==> config.mk <==
export PLATFORM = sky130hd
export DESIGN_NAME = photon_lockin_counter
export DESIGN_NICKNAME = d
export VERILOG_FILES = /design/src/rtl/photon_lockin_pkg.sv /design/src/rtl/photon_channel_counter.sv /design/src/rtl/photon_lockin_counter.sv
export SDC_FILE = /design/constraint.sdc
export NUM_CORES = 1
export LEC_CHECK = 0
export CORE_MARGIN = 2
export CORE_UTILIZATION = 60
export DETAILED_ROUTE_END_ITERATION = 8
export PLACE_DENSITY_LB_ADDON = 0.25
export SYNTH_ARGS = -nofsm -noshare
export SYNTH_HDL_FRONTEND = slang
export SYNTH_SLANG_ARGS = --single-unit
==> constraint.sdc <==
create_clock -name clock_50_mhz -period 4.5 [get_ports clock_50_mhz]
set_clock_uncertainty 0.15 [all_clocks]
set_input_delay 0.675 -clock clock_50_mhz [delete_from_list [all_inputs] [get_ports clock_50_mhz]]
set_output_delay 0.675 -clock clock_50_mhz [all_outputs]
set_load 0.05 [all_outputs]
==> src/rtl/photon_lockin_pkg.sv <==
// Shared phase encoding and width helpers for the photon lock-in counter.
package photon_lockin_pkg;
    localparam logic PHASE_OFF = 1'b0;
    localparam logic PHASE_ON  = 1'b1;

    function automatic int result_width(input int cnt_w);
        return cnt_w + 1;
    endfunction

    function automatic logic [63:0] sat_max(input int width);
        return (64'd1 << width) - 64'd1;
    endfunction
endpackage

==> src/rtl/photon_channel_counter.sv <==
// Per-channel PMT synchroniser, phase-sorted saturating counters, window snapshot and pulse train.
// Latency: an edge is counted SYNC_STAGES+1 cycles after sampling; result one cycle after window_end.
// Backpressure: none; a snapshot is taken every window whether or not it is consumed.
module photon_channel_counter
    import photon_lockin_pkg::*;
#(
    parameter int CNT_W       = 32,
    parameter int SYNC_STAGES = 2
)(
    input  logic                            clock_50_mhz,
    input  logic                            reset_n,
    input  logic                            pmt_in,
    input  logic                            phase,
    input  logic                            blank,
    input  logic                            window_end,
    output logic [result_width(CNT_W)-1:0]  result_diff,
    output logic                            pulse_out_pin
);
    localparam int               RES_W   = result_width(CNT_W);
    localparam logic [CNT_W-1:0] CNT_MAX = CNT_W'(sat_max(CNT_W));

    logic [SYNC_STAGES-1:0] sync_q;
    logic                   sync_d;
    logic                   edge_q;
    logic [CNT_W-1:0]       add_cnt;
    logic [CNT_W-1:0]       sub_cnt;
    logic [CNT_W-1:0]       pulse_cnt;
    logic [CNT_W-1:0]       pulse_load;
    logic [RES_W-1:0]       diff_next;
    logic                   count_add;
    logic                   count_sub;

    assign count_add  = edge_q && phase == PHASE_ON  && !blank;
    assign count_sub  = edge_q && phase == PHASE_OFF && !blank;
    // Zero-extended subtraction is exact in CNT_W+1 bits; the MSB is the sign.
    assign diff_next  = {1'b0, add_cnt} - {1'b0, sub_cnt};
    assign pulse_load = diff_next[RES_W-1] ? '0 : diff_next[CNT_W-1:0];

    always_ff @(posedge clock_50_mhz or negedge reset_n) begin
        if (!reset_n) begin
            sync_q        <= '0;
            sync_d        <= 1'b0;
            edge_q        <= 1'b0;
            add_cnt       <= '0;
            sub_cnt       <= '0;
            pulse_cnt     <= '0;
            result_diff   <= '0;
            pulse_out_pin <= 1'b0;
        end else begin
            sync_q        <= {sync_q[SYNC_STAGES-2:0], pmt_in};
            sync_d        <= sync_q[SYNC_STAGES-1];
            edge_q        <= sync_q[SYNC_STAGES-1] & ~sync_d;
            pulse_out_pin <= (pulse_cnt != '0);
            if (window_end) begin
                result_diff <= diff_next;
                // An edge landing on the boundary seeds the next window.
                add_cnt     <= CNT_W'(count_add);
                sub_cnt     <= CNT_W'(count_sub);
                pulse_cnt   <= pulse_load;
            end else begin
                if (count_add && add_cnt != CNT_MAX)
                    add_cnt <= add_cnt + 1'b1;
                if (count_sub && sub_cnt != CNT_MAX)
                    sub_cnt <= sub_cnt + 1'b1;
                if (pulse_cnt != '0)
                    pulse_cnt <= pulse_cnt - 1'b1;
            end
        end
    end
endmodule

==> src/rtl/photon_lockin_counter.sv <==
// Multi-channel lock-in photon counter: light modulation, optional blanking (LOCKIN_BLANKING_EN), window timing.
// Latency: window result and result_valid appear the cycle after the window-end cycle.
// Backpressure: none; an unaccepted result is overwritten and flagged by the sticky overrun bit.
module photon_lockin_counter
    import photon_lockin_pkg::*;
#(
    parameter int NUM_CH          = 2,
    parameter int CNT_W           = 32,
    parameter int MOD_HALF_PERIOD = 500000,
    parameter int INTEG_CYCLES    = 50000000,
    parameter int BLANK_CYCLES    = 16,
    parameter int SYNC_STAGES     = 2
)(
    input  logic                                    clock_50_mhz,
    input  logic                                    reset_n,
    input  logic [NUM_CH-1:0]                       pmt_in,
    output logic                                    light_source_pin,
    output logic [NUM_CH*result_width(CNT_W)-1:0]   result_diff,
    output logic                                    result_valid,
    input  logic                                    result_ready,
    output logic                                    overrun,
    output logic [NUM_CH-1:0]                       pulse_out_pin
);
    localparam int RES_W   = result_width(CNT_W);
    localparam int MOD_W   = $clog2(MOD_HALF_PERIOD);
    localparam int INTEG_W = $clog2(INTEG_CYCLES);

    logic [MOD_W-1:0]     mod_timer;
    logic [INTEG_W-1:0]   integ_timer;
    logic [SYNC_STAGES:0] phase_dly;
    logic                 mod_wrap;
    logic                 window_end;
    logic                 blank_dly;

    assign mod_wrap   = (mod_timer == MOD_W'(MOD_HALF_PERIOD - 1));
    assign window_end = (integ_timer == INTEG_W'(INTEG_CYCLES - 1));

    // phase_dly matches synchroniser + registered edge detect so each edge carries its pin-time phase.
    always_ff @(posedge clock_50_mhz or negedge reset_n) begin
        if (!reset_n) begin
            mod_timer        <= '0;
            integ_timer      <= '0;
            light_source_pin <= PHASE_OFF;
            phase_dly        <= '0;
        end else begin
            mod_timer   <= mod_wrap ? '0 : mod_timer + 1'b1;
            integ_timer <= window_end ? '0 : integ_timer + 1'b1;
            if (mod_wrap)
                light_source_pin <= ~light_source_pin;
            phase_dly <= {phase_dly[SYNC_STAGES-1:0], light_source_pin};
        end
    end

`ifdef LOCKIN_BLANKING_EN
    localparam int BLANK_W = $clog2(BLANK_CYCLES + 2);

    logic [BLANK_W-1:0]   blank_timer;
    logic [SYNC_STAGES:0] blank_pipe;

    always_ff @(posedge clock_50_mhz or negedge reset_n) begin
        if (!reset_n) begin
            blank_timer <= '0;
            blank_pipe  <= '0;
        end else begin
            if (mod_wrap)
                blank_timer <= BLANK_W'(BLANK_CYCLES);
            else if (blank_timer != '0)
                blank_timer <= blank_timer - 1'b1;
            blank_pipe <= {blank_pipe[SYNC_STAGES-1:0], blank_timer != '0};
        end
    end

    assign blank_dly = blank_pipe[SYNC_STAGES];
`else
    logic blank_cycles_unused;
    assign blank_cycles_unused = |BLANK_CYCLES;
    assign blank_dly           = 1'b0;
`endif

    // A window end coinciding with a transfer keeps valid high with the new data.
    always_ff @(posedge clock_50_mhz or negedge reset_n) begin
        if (!reset_n) begin
            result_valid <= 1'b0;
            overrun      <= 1'b0;
        end else if (window_end) begin
            result_valid <= 1'b1;
            if (result_valid && !result_ready)
                overrun <= 1'b1;
        end else if (result_valid && result_ready) begin
            result_valid <= 1'b0;
        end
    end

    for (genvar ch = 0; ch < NUM_CH; ch++) begin : g_ch
        photon_channel_counter #(
            .CNT_W       (CNT_W),
            .SYNC_STAGES (SYNC_STAGES)
        ) u_ch (
            .clock_50_mhz  (clock_50_mhz),
            .reset_n       (reset_n),
            .pmt_in        (pmt_in[ch]),
            .phase         (phase_dly[SYNC_STAGES]),
            .blank         (blank_dly),
            .window_end    (window_end),
            .result_diff   (result_diff[ch*RES_W +: RES_W]),
            .pulse_out_pin (pulse_out_pin[ch])
        );
    end
endmodule

==> reports/metrics.yaml <==
status: "completed"
ys.flop_type: "dfrtp_1"
antenna_found_initial: 0
vias: 15200
ys_seq_area_frac: 0.435
root_buffer: "clkbuf_16"
synthCells: 2057
start_util: 0.605
cts.sinks: 319
synth_top_family_by_area: "simple AND/OR/NAND/NOR gates"
hold_violations: 0
die_w_um: 179
die_height_um: 179
rsz0062_at_grt: "no"
place.port_buffers: 75
criticalPathCategory: "flop to flop"
slew_headroom: 0.287
cts_hold_buf: 0
core_sq_mm: 0.0303
wire_per_inst_um: 17.6
drt_iter0_markers: 1188
maxCapViolations: 0
tightest_slew_ps: 1060
clk_transition_reported_paths_ps: 60
cellPowerDensity_mw_per_mm2: 327
drcViolationCount: 0
ctsResizeCount: 0
grt-ovfl-total: 0
syn2layout_area_growth_pct: 12.5
setup-tns-final_ps: 0
synth_adder_area_share: 0.0533
synth_compound_area_frac: 0.115
track_usage: 0.286
grt_max_degree: 115
fin_util: 0.680
synthSimpleGateAreaFrac: 0.237
wirelength_um: 44600
period_needed_ps: 3740
fin_cells: 2535
cts_setup_buffers: 0
fin_hold_ws_ps: 35.9
antenna_left: 0
grt_pass1_wl_um: 74000
p_leak_nw: 9.81
synthXorXnorAreaFrac: 0.122
n_antenna_cell: 0
worstPathArrival_ps: 3950
syn_avg_cell_area_sq_um: 8.92
dp.cells: 2474
drive_above_1_share: 0.0514
fin_crit_sh: 0.831
clock_path_buffers: 3
dp_hpwl_um: 31700
drv_slew: 0
ys_ff_latch: 319
syn_nets: 2139
setup_viol: 0
worst-path-max-fanout: 5
cts_tree: "built"
grt_pass1_vias: 14800
h-tree-depth: 2
async_reset_ff_frac: 1.00
synth.cell_area_sq_mm: 0.0183
fin_nets: 2197
fmax_mhz: 267
post_drt_via_cell_ratio: 6.01
ir_worst_vdd_mv: 0.305
crit_path_end_kind: "flop"
hp-class: "primary input to asynchronous set/reset pin"
required_ps: 4710
yosysWarnings: 0
rrSetupSlack_ps: 760
rows: 64
die-area_sq_mm: 0.0320
synth_cell_type_count: 73
cp-start-kind: "flop"
numCtsBuffers: 35
synth_edf_count: 0
synth_mux_area_frac: 0.00471
ios: 76
gp_congestion: 0.919
insertion_delay_ps: 510
first_pass_iters: 5
==> routing by layer <==
layer	global-route usage	vias to the layer above	wire, um
li1	-	7226	-
met1	0.419	7442	20900
met2	0.439	503	19900
met3	0.0543	67	2980
met4	0.0715	0	826
met5	0	-	0
==> worst max-delay path, cell delays in order (launching register included) <==
cell,delay [ps]
dfrtp_1,410
inv_1,80
ha_1,200
fa_1,390
nand2b_1,200
a21oi_1,320
o21ai_1,180
a2111oi_0,570
a2111oi_0,220
o41ai_1,500
xnor2_1,210
o21ai_0,140
==> power breakdown <==
part / switching, mW / total (mW) / internal, mW
sequential: 0.0510 / 2.96 / 2.91
clock: 1.15 / 2.91 / 1.76
combinational: 0.576 / 0.868 / 0.293
==> cell usage after synthesis, drive strengths merged (4+ instances only) <==
| master | instances | area, sq um |
|---|---|---|
| dfrtp | 319 | 7980 |
| nand2 | 260 | 976 |
| nor2 | 224 | 843 |
| o21ai | 142 | 714 |
| xor2 | 129 | 1130 |
| xnor2 | 126 | 1100 |
| nand3 | 102 | 510 |
| a21oi | 91 | 455 |
| inv | 89 | 334 |
| ha | 75 | 938 |
| nor3 | 63 | 342 |
| clkbuf | 50 | 188 |
| nand4 | 38 | 244 |
| and3 | 37 | 231 |
| nor4 | 34 | 262 |
| or3 | 30 | 188 |
| a21o | 27 | 203 |
| nand2b | 20 | 125 |
| and2 | 16 | 100 |
| and4 | 16 | 140 |
| buf | 15 | 78.8 |
| or4 | 15 | 124 |
| nor2b | 14 | 87.6 |
| a31o | 13 | 114 |
| o211ai | 10 | 75.1 |
| o31ai | 10 | 75.1 |
| o21a | 8 | 60.1 |
| o21bai | 8 | 60.1 |
| or2 | 7 | 46.3 |
| a31oi | 6 | 37.5 |
| a211oi | 5 | 37.5 |
| mux2 | 5 | 56.3 |
| nand3b | 5 | 37.5 |
| a21boi | 4 | 30.0 |
| a41oi | 4 | 35.0 |
| nor4b | 4 | 35.0 |
==> cell families after synthesis <==
logic type	after synthesis
AO/OA/AOI/OAI	353
XOR/XNOR	255
adder cells (fa/ha/maj)	77
buffers and inverters	154
flip-flops	319
multiplexers	8
AND/OR/NAND/NOR	891
==> path summary, 6_finish.rpt <==
check                           cells past startpoint                           startpoint                                       end
max in group asynchronous                           2                              reset_n  g_ch[1].u_ch.result_diff[25]$_DFFE_PN0P_
worst min-delay path                                1                              reset_n  g_ch[0].u_ch.result_diff[28]$_DFFE_PN0P_
worst max register to register                     11  g_ch[0].u_ch.add_cnt[0]$_DFFE_PN0P_    g_ch[0].u_ch.pulse_cnt[30]$_DFFE_PN0P_
worst min register to register                      0     g_ch[1].u_ch.sync_q[0]$_DFF_PN0_          g_ch[1].u_ch.sync_q[1]$_DFF_PN0_
min in group clock_50_mhz                           0     g_ch[1].u_ch.sync_q[0]$_DFF_PN0_          g_ch[1].u_ch.sync_q[1]$_DFF_PN0_
worst max-delay path                               11  g_ch[0].u_ch.add_cnt[0]$_DFFE_PN0P_    g_ch[0].u_ch.pulse_cnt[30]$_DFFE_PN0P_
==> layout make-up <==
type | count | area (sq um)
clock buffer | 49 | 1020
clock inverter | 12 | 144
fill | 2423 | 9700
inverter | 89 | 334
multi-input combinational | 1584 | 9780
sequential | 319 | 7980
tap | 396 | 495
timing repair buffer | 86 | 888
==> sequential cells by signal, indices dropped and copies added, names as in the netlist <==
signal                   cells
light_source_pin             1
result_valid                 1
phase_dly                    3
g_ch.u_ch.result_diff       66
overrun                      1
g_ch.u_ch.sub_cnt           64
g_ch.u_ch.pulse_cnt         64
g_ch.u_ch.sync_q             4
g_ch.u_ch.pulse_out_pin      2
g_ch.u_ch.edge_q             2
integ_timer                 26
mod_timer                   19
g_ch.u_ch.sync_d             2
g_ch.u_ch.add_cnt           64
==> cells in the final DEF (no fill, tap or decap), types with 6 or more instances in the layout <==
master / count
dfrtp_1: 319
nand2_1: 259
nor2_1: 223
o21ai_0: 135
xor2_1: 129
xnor2_1: 126
nand3_1: 102
a21oi_1: 91
inv_1: 88
ha_1: 75
clkdlybuf4s50_1: 74
nor3_1: 59
and3_1: 37
nand4_1: 37
clkbuf_16: 37
or3_1: 30
nor4_1: 28
a21o_1: 27
nand2b_1: 20
and4_1: 16
and2_1: 15
nor2b_1: 14
a31o_2: 13
or4_1: 12
o31ai_1: 10
o211ai_1: 10
o21a_1: 8
o21bai_1: 8
clkbuf_1: 7
buf_4: 7
o21ai_1: 6
a31oi_1: 6
clkinv_2: 6
==> per-stage QoR <==
stage / instance area, sq um / power, mW / worst slack (ps)
after floorplan: 18300 / 3.54 / 1480
after global placement: 19500 / 3.84 / 1060
after detailed placement: 19500 / 3.86 / 921
after CTS: 20600 / 6.77 / 845
after global routing: 20600 / 7.00 / 584
final: 20600 / 6.74 / 761
Note: power is estimated with default switching activity, not from simulation.
